### config.mk
export PLATFORM = sky130hd
export DESIGN_NAME = booth_r4_mult_seq_flat
export DESIGN_NICKNAME = d
export VERILOG_FILES = /design/src/rtl/booth_r4_mult_seq_if.sv /design/src/rtl/booth_r4_mult_seq.sv /design/src/flat_wrapper.sv
export SDC_FILE = /design/constraint.sdc
export NUM_CORES = 1
export LEC_CHECK = 0
export CORE_MARGIN = 2
export CORE_UTILIZATION = 50
export DETAILED_ROUTE_END_ITERATION = 10
export MAX_ROUTING_LAYER = met4
export PLACE_DENSITY = 0.76
export SYNTH_ARGS = -nofsm -noshare
export SYNTH_HDL_FRONTEND = slang
export SYNTH_SLANG_ARGS = --single-unit
export TNS_END_PERCENT = 50
### constraint.sdc
create_clock -name clk -period 3.6 [get_ports clk]
set_clock_uncertainty 0.15 [all_clocks]
set_input_delay 0.54 -clock clk [delete_from_list [all_inputs] [get_ports clk]]
set_output_delay 0.54 -clock clk [all_outputs]
set_load 0.01 [all_outputs]
### src/rtl/booth_r4_mult_seq_if.sv
// rtl/booth_r4_mult_seq_if.sv - start/done handshake and operand/result bundle for the radix-4 multiplier
interface booth_r4_mult_seq_if #(
  parameter int WIDTH = 8
);
  logic                 start;
  logic                 signed_mode;
  logic [WIDTH-1:0]     mcand;
  logic [WIDTH-1:0]     mplier;
  logic                 busy;
  logic                 done;
  logic [2*WIDTH-1:0]   product;

  modport master (
    output start, signed_mode, mcand, mplier,
    input  busy, done, product
  );

  modport slave (
    input  start, signed_mode, mcand, mplier,
    output busy, done, product
  );
endinterface

### src/rtl/booth_r4_mult_seq.sv
// rtl/booth_r4_mult_seq.sv - sequential radix-4 modified Booth multiplier, signed or unsigned per operation
module booth_r4_mult_seq #(
  parameter int WIDTH = 8
) (
  input  logic                clk,
  input  logic                rst,
  booth_r4_mult_seq_if.slave  bus
);
  // Operands carry two guard bits so unsigned values stay positive and +/-2Y never overflows.
  localparam int EW = WIDTH + 2;
  localparam int N  = EW / 2;
  localparam int CW = (N > 1) ? $clog2(N) : 1;
  localparam logic [CW-1:0] CNT_INIT = CW'(N - 1);

  typedef enum logic [1:0] {IDLE, CALC, DONE} state_t;

  state_t               state, state_nxt;
  logic [CW-1:0]        cnt;
  logic [EW-1:0]        acc;
  logic [EW-1:0]        ycand;
  logic [EW:0]          mq;
  logic [2*WIDTH-1:0]   prod_q;

  logic                 accept;
  logic [EW-1:0]        ext_a;
  logic [EW-1:0]        ext_b;
  logic [EW-1:0]        pp;
  logic [EW-1:0]        sum;
  logic [EW-1:0]        acc_sh;
  logic [EW:0]          mq_sh;
  logic [2*WIDTH-1:0]   prod_full;

  always_comb begin
    state_nxt = state;
    accept    = 1'b0;
    case (state)
      IDLE: begin
        if (bus.start) begin
          accept    = 1'b1;
          state_nxt = CALC;
        end
      end
      CALC: begin
        if (cnt == '0) state_nxt = DONE;
      end
      DONE: begin
        if (bus.start) begin
          accept    = 1'b1;
          state_nxt = CALC;
        end else begin
          state_nxt = IDLE;
        end
      end
      default: state_nxt = IDLE;
    endcase
  end

  always_comb begin
    ext_a = bus.signed_mode ? {{2{bus.mcand[WIDTH-1]}}, bus.mcand}
                            : {2'b00, bus.mcand};
    ext_b = bus.signed_mode ? {{2{bus.mplier[WIDTH-1]}}, bus.mplier}
                            : {2'b00, bus.mplier};
  end

  // Booth digit from {b(i+1), b(i), b(i-1)}; mq[0] holds the implicit/previous bit.
  always_comb begin
    pp = '0;
    case (mq[2:0])
      3'b001, 3'b010: pp = ycand;
      3'b011:         pp = {ycand[EW-2:0], 1'b0};
      3'b100:         pp = -{ycand[EW-2:0], 1'b0};
      3'b101, 3'b110: pp = -ycand;
      default:        pp = '0;
    endcase
  end

  always_comb begin
    sum       = acc + pp;
    acc_sh    = {{2{sum[EW-1]}}, sum[EW-1:2]};
    mq_sh     = {sum[1:0], mq[EW:2]};
    prod_full = {acc_sh[2*WIDTH-EW-1:0], mq_sh[EW:1]};
  end

  always_ff @(posedge clk or negedge rst) begin
    if (!rst) begin
      state  <= IDLE;
      cnt    <= '0;
      acc    <= '0;
      ycand  <= '0;
      mq     <= '0;
      prod_q <= '0;
    end else begin
      state <= state_nxt;
      if (accept) begin
        acc   <= '0;
        ycand <= ext_a;
        mq    <= {ext_b, 1'b0};
        cnt   <= CNT_INIT;
      end else if (state == CALC) begin
        acc <= acc_sh;
        mq  <= mq_sh;
        if (cnt == '0) prod_q <= prod_full;
        else           cnt    <= cnt - 1'b1;
      end
    end
  end

  assign bus.busy    = (state == CALC);
  assign bus.done    = (state == DONE);
  assign bus.product = prod_q;
endmodule

### src/flat_wrapper.sv
// flat-port wrapper written by rule: the top's interface ports become plain ports
module booth_r4_mult_seq_flat 
#(
  parameter int WIDTH = 8
)
  (clk, rst, bus_start, bus_signed_mode, bus_mcand, bus_mplier, bus_busy, bus_done, bus_product);
  booth_r4_mult_seq_if #(.WIDTH(WIDTH)) bus_i ();
  input  logic clk;
  input  logic rst;
  input wire logic [$bits(bus_i.start)-1:0] bus_start;
  input wire logic [$bits(bus_i.signed_mode)-1:0] bus_signed_mode;
  input wire logic [$bits(bus_i.mcand)-1:0] bus_mcand;
  input wire logic [$bits(bus_i.mplier)-1:0] bus_mplier;
  output wire logic [$bits(bus_i.busy)-1:0] bus_busy;
  output wire logic [$bits(bus_i.done)-1:0] bus_done;
  output wire logic [$bits(bus_i.product)-1:0] bus_product;
  assign bus_i.start = bus_start;
  assign bus_i.signed_mode = bus_signed_mode;
  assign bus_i.mcand = bus_mcand;
  assign bus_i.mplier = bus_mplier;
  assign bus_busy = bus_i.busy;
  assign bus_done = bus_i.done;
  assign bus_product = bus_i.product;
  booth_r4_mult_seq #(.WIDTH(WIDTH)) u_core (.clk(clk), .rst(rst), .bus(bus_i));
endmodule
==> out/qor.csv <==
metric,value,unit
outcome,"finished, final reports clean",
Die W,81.05,um
Slew HR,26.04,%
I/O pin count,38,
fill count,532,
htree depth,2,
"Data required, critical path",3.64,ns
ys async rst share,100.0,%
distinct cell type count after synthesis,55,
CP Class,reg -> reg,
Remaining DRCs,0,
DRT antenna net count,0,
routed length per placed instance,15.56,um
PwrDens,1151,mW/mm2
number of CTS-inserted buffers,5,
worst r2r dst,u_core.acc[8],
Post-Route WL,7034,um
detailed-route via count,2530,
YS warnings,0,
min Tclk post-route,3.425,ns
Placeable Area,0.005816,mm2
grt total ovfl,0,
P_leak,1.606,nW
final period utilization,95.13,%
Arrival @ worst endpoint,3.47,ns
HP Class,in -> async,
Synth Register Bits,49,
Routability Congestion,0.8956,
R2R setup slack,0.18,ns
Root Buffer,clkbuf_8,
worst reg2reg startpoint,u_core.ycand[1],
Finished Core Util,60.39,%
cells after synthesis,345,
Max Clk Rate,0.2920,GHz
post-synthesis sequential area ratio,41.32,%
Post-CTS Hold Fix Bufs,0,
initial core utilization,51.03,%
vias per cell,5.597,
FF-to-FF path depth,13,
initial antenna violation count,0,
clock latency on the worst-skew pair,0.31,ns
layout cells sized above 1,8.488,%
Setup TNS Final,0,ns
"Clk pin slew, worst setup/hold paths",0.10,ns
Die ar.,0.006568,mm2
"EDFF count, synth",0,
RSZ-0062 raised after global routing,false,
drt initial violations,91,
# rows,28,
clock buffer depth,2,
final hold violation count,0,
CTS tree,done,
wire length of the first global-routing pass,11900,um
Synth area leader,dfrtp_1,
Area Growth Syn to Fin,18.34,%
Avg Inst Size Synth,8.602,um2
synth top area cells,"dfrtp_1, nand2_1, ha_1",
# Max-Cap Violations,0,
final net count,409,
Worst-Margin Slew,1.109,ns
synthesized net count,378,
largest fanout on the critical path,8,
Synth Cell Area,0.002968,mm2
setup repair bufs after CTS,0,
Yosys top cell area share,41.32,%
Inserted Diodes,0,
endpoints failing setup,0,
CTS Sinks,49,
Post-synth top flop,dfrtp_1,
Final Max Tran Viols,0,
Detailed Place HPWL,4874,um
DRT Pass-1 Iters,4,
Worst Setup Start Kind,register,
chip height,81.05,um
peak supply drop,0.0005469,V
most frequent cells in the layout,"nand2_1, dfrtp_1, clkdlybuf4s50_1, nor2_1",
overall power,4.041,mW
Total Routing Usage GR,24.10,%
"commonest non-fill, non-tap cell in the layout",nand2_1,
Buffers on Ports,37,
vias in the first global route,2554,
Crit. End Element,register,
largest net degree at the start of global routing,50,
## metal layers
metal  global-route usage, %  share of wire [%]  wire length (um)  up-vias
li1                        -                  -                 -     1259
met1                   32.74                 48              3376     1214
met2                   37.85                 47              3302       50
met3                   3.000                4.0               281        7
met4                   7.627                1.1                74        0
met5                       -                  0                 0        -
## logic make-up after synthesis
group | after synthesis | synth area share, %
AND/OR/NAND/NOR | 157 | 24.45
AO/OA/AOI/OAI | 76 | 17.83
flip-flops | 49 | 41.32
buffers and inverters | 29 | 4.216
XOR/XNOR | 17 | 5.017
adder cells (fa/ha/maj) | 13 | 5.733
multiplexers | 4 | 1.433
## synthesized netlist by cell type (2+ instances only)
cell type and count:
xor2_1 6, dfrtp_1 49, o21bai_1 3, nor3_1 5, a21o_1 4, nor2_1 12, xnor2_1 11, ha_1 12
nor2b_1 6, a31oi_1 6, o21ai_0 13, and2_1 2, nand3_1 8, a21oi_1 12, nand2b_1 10, buf_1 2
a22oi_1 11, a211o_1 3, inv_1 8, nand2_1 97, a221oi_1 5, mux2i_1 2, clkbuf_1 15, mux2_2 2
a22o_1 6, nand3b_1 3, buf_6 2, o22ai_1 3
## worst max-delay path, cell delays in order (launching register included)
cell	delay, ns
dfrtp_1	0.41
inv_1	0.10
ha_1	0.24
or4b_1	0.51
o21ai_1	0.19
xnor2_1	0.17
a221oi_1	0.11
a31oi_1	0.21
ha_2	0.36
a21oi_2	0.18
o21ai_2	0.10
a21oi_1	0.22
a2bb2oi_1	0.22
o311ai_1	0.11
## flip-flops by register name, summed over array words and instances, names as in the netlist
signal              count
u_core.bus.product     16
u_core.mq              11
u_core.acc              8
u_core.state            2
u_core.ycand            9
u_core.cnt              3
## worst max-delay path by stage
stage | slack (ns) | startpoint | end | cells past startpoint
floorplan | 0.30 | u_core.ycand[1] | u_core.acc[8] | 14
global placement | 0.23 | u_core.ycand[0] | u_core.acc[8] | 13
detailed placement | 0.004 | u_core.ycand[1] | u_core.acc[8] | 13
CTS | 0.04 | u_core.ycand[1] | u_core.acc[8] | 13
global route | 0.01 | u_core.ycand[0] | u_core.acc[8] | 13
finish | 0.18 | u_core.ycand[1] | u_core.acc[8] | 13
## power breakdown
part / switching [mW] / internal (mW) / total [mW]
clock network: 0.207 / 0.142 / 0.349
logic: 1.45 / 1.16 / 2.61
registers: 0.252 / 0.826 / 1.08
## stage by stage
step	cells	hold WS, ns	instance area, um2	setup WS, ns
6_report	452	0.2771	3512	0.1755
5_1_grt	452	0.3677	3512	0.01253
4_1_cts	452	0.3179	3483	0.04211
3_5_place_dp	444	0.3141	3388	0.003780
3_3_place_gp	444	0.3084	3388	0.2264
2_1_floorplan	345	0.09441	2968	0.2962
## timing repair
action / 4_1_cts / 5_1_grt
resized for setup: 1 / 9
endpoints found under the hold margin: 0 / 0
setup endpoints to repair: 1 / 2
pin swaps: 0 / 0
## layout make-up
class,count,area (um2),share of cell area (%)
multi-input combinational,267,1644,46.81
sequential,49,1227,34.95
timing repair buffer,44,417.9,11.90
tap,75,93.84,2.672
clock buffer,5,68.82,1.959
inverter,9,33.78,0.9619
clock inverter,3,26.28,0.7481
No activity file was read; power rests on OpenSTA's default activity.
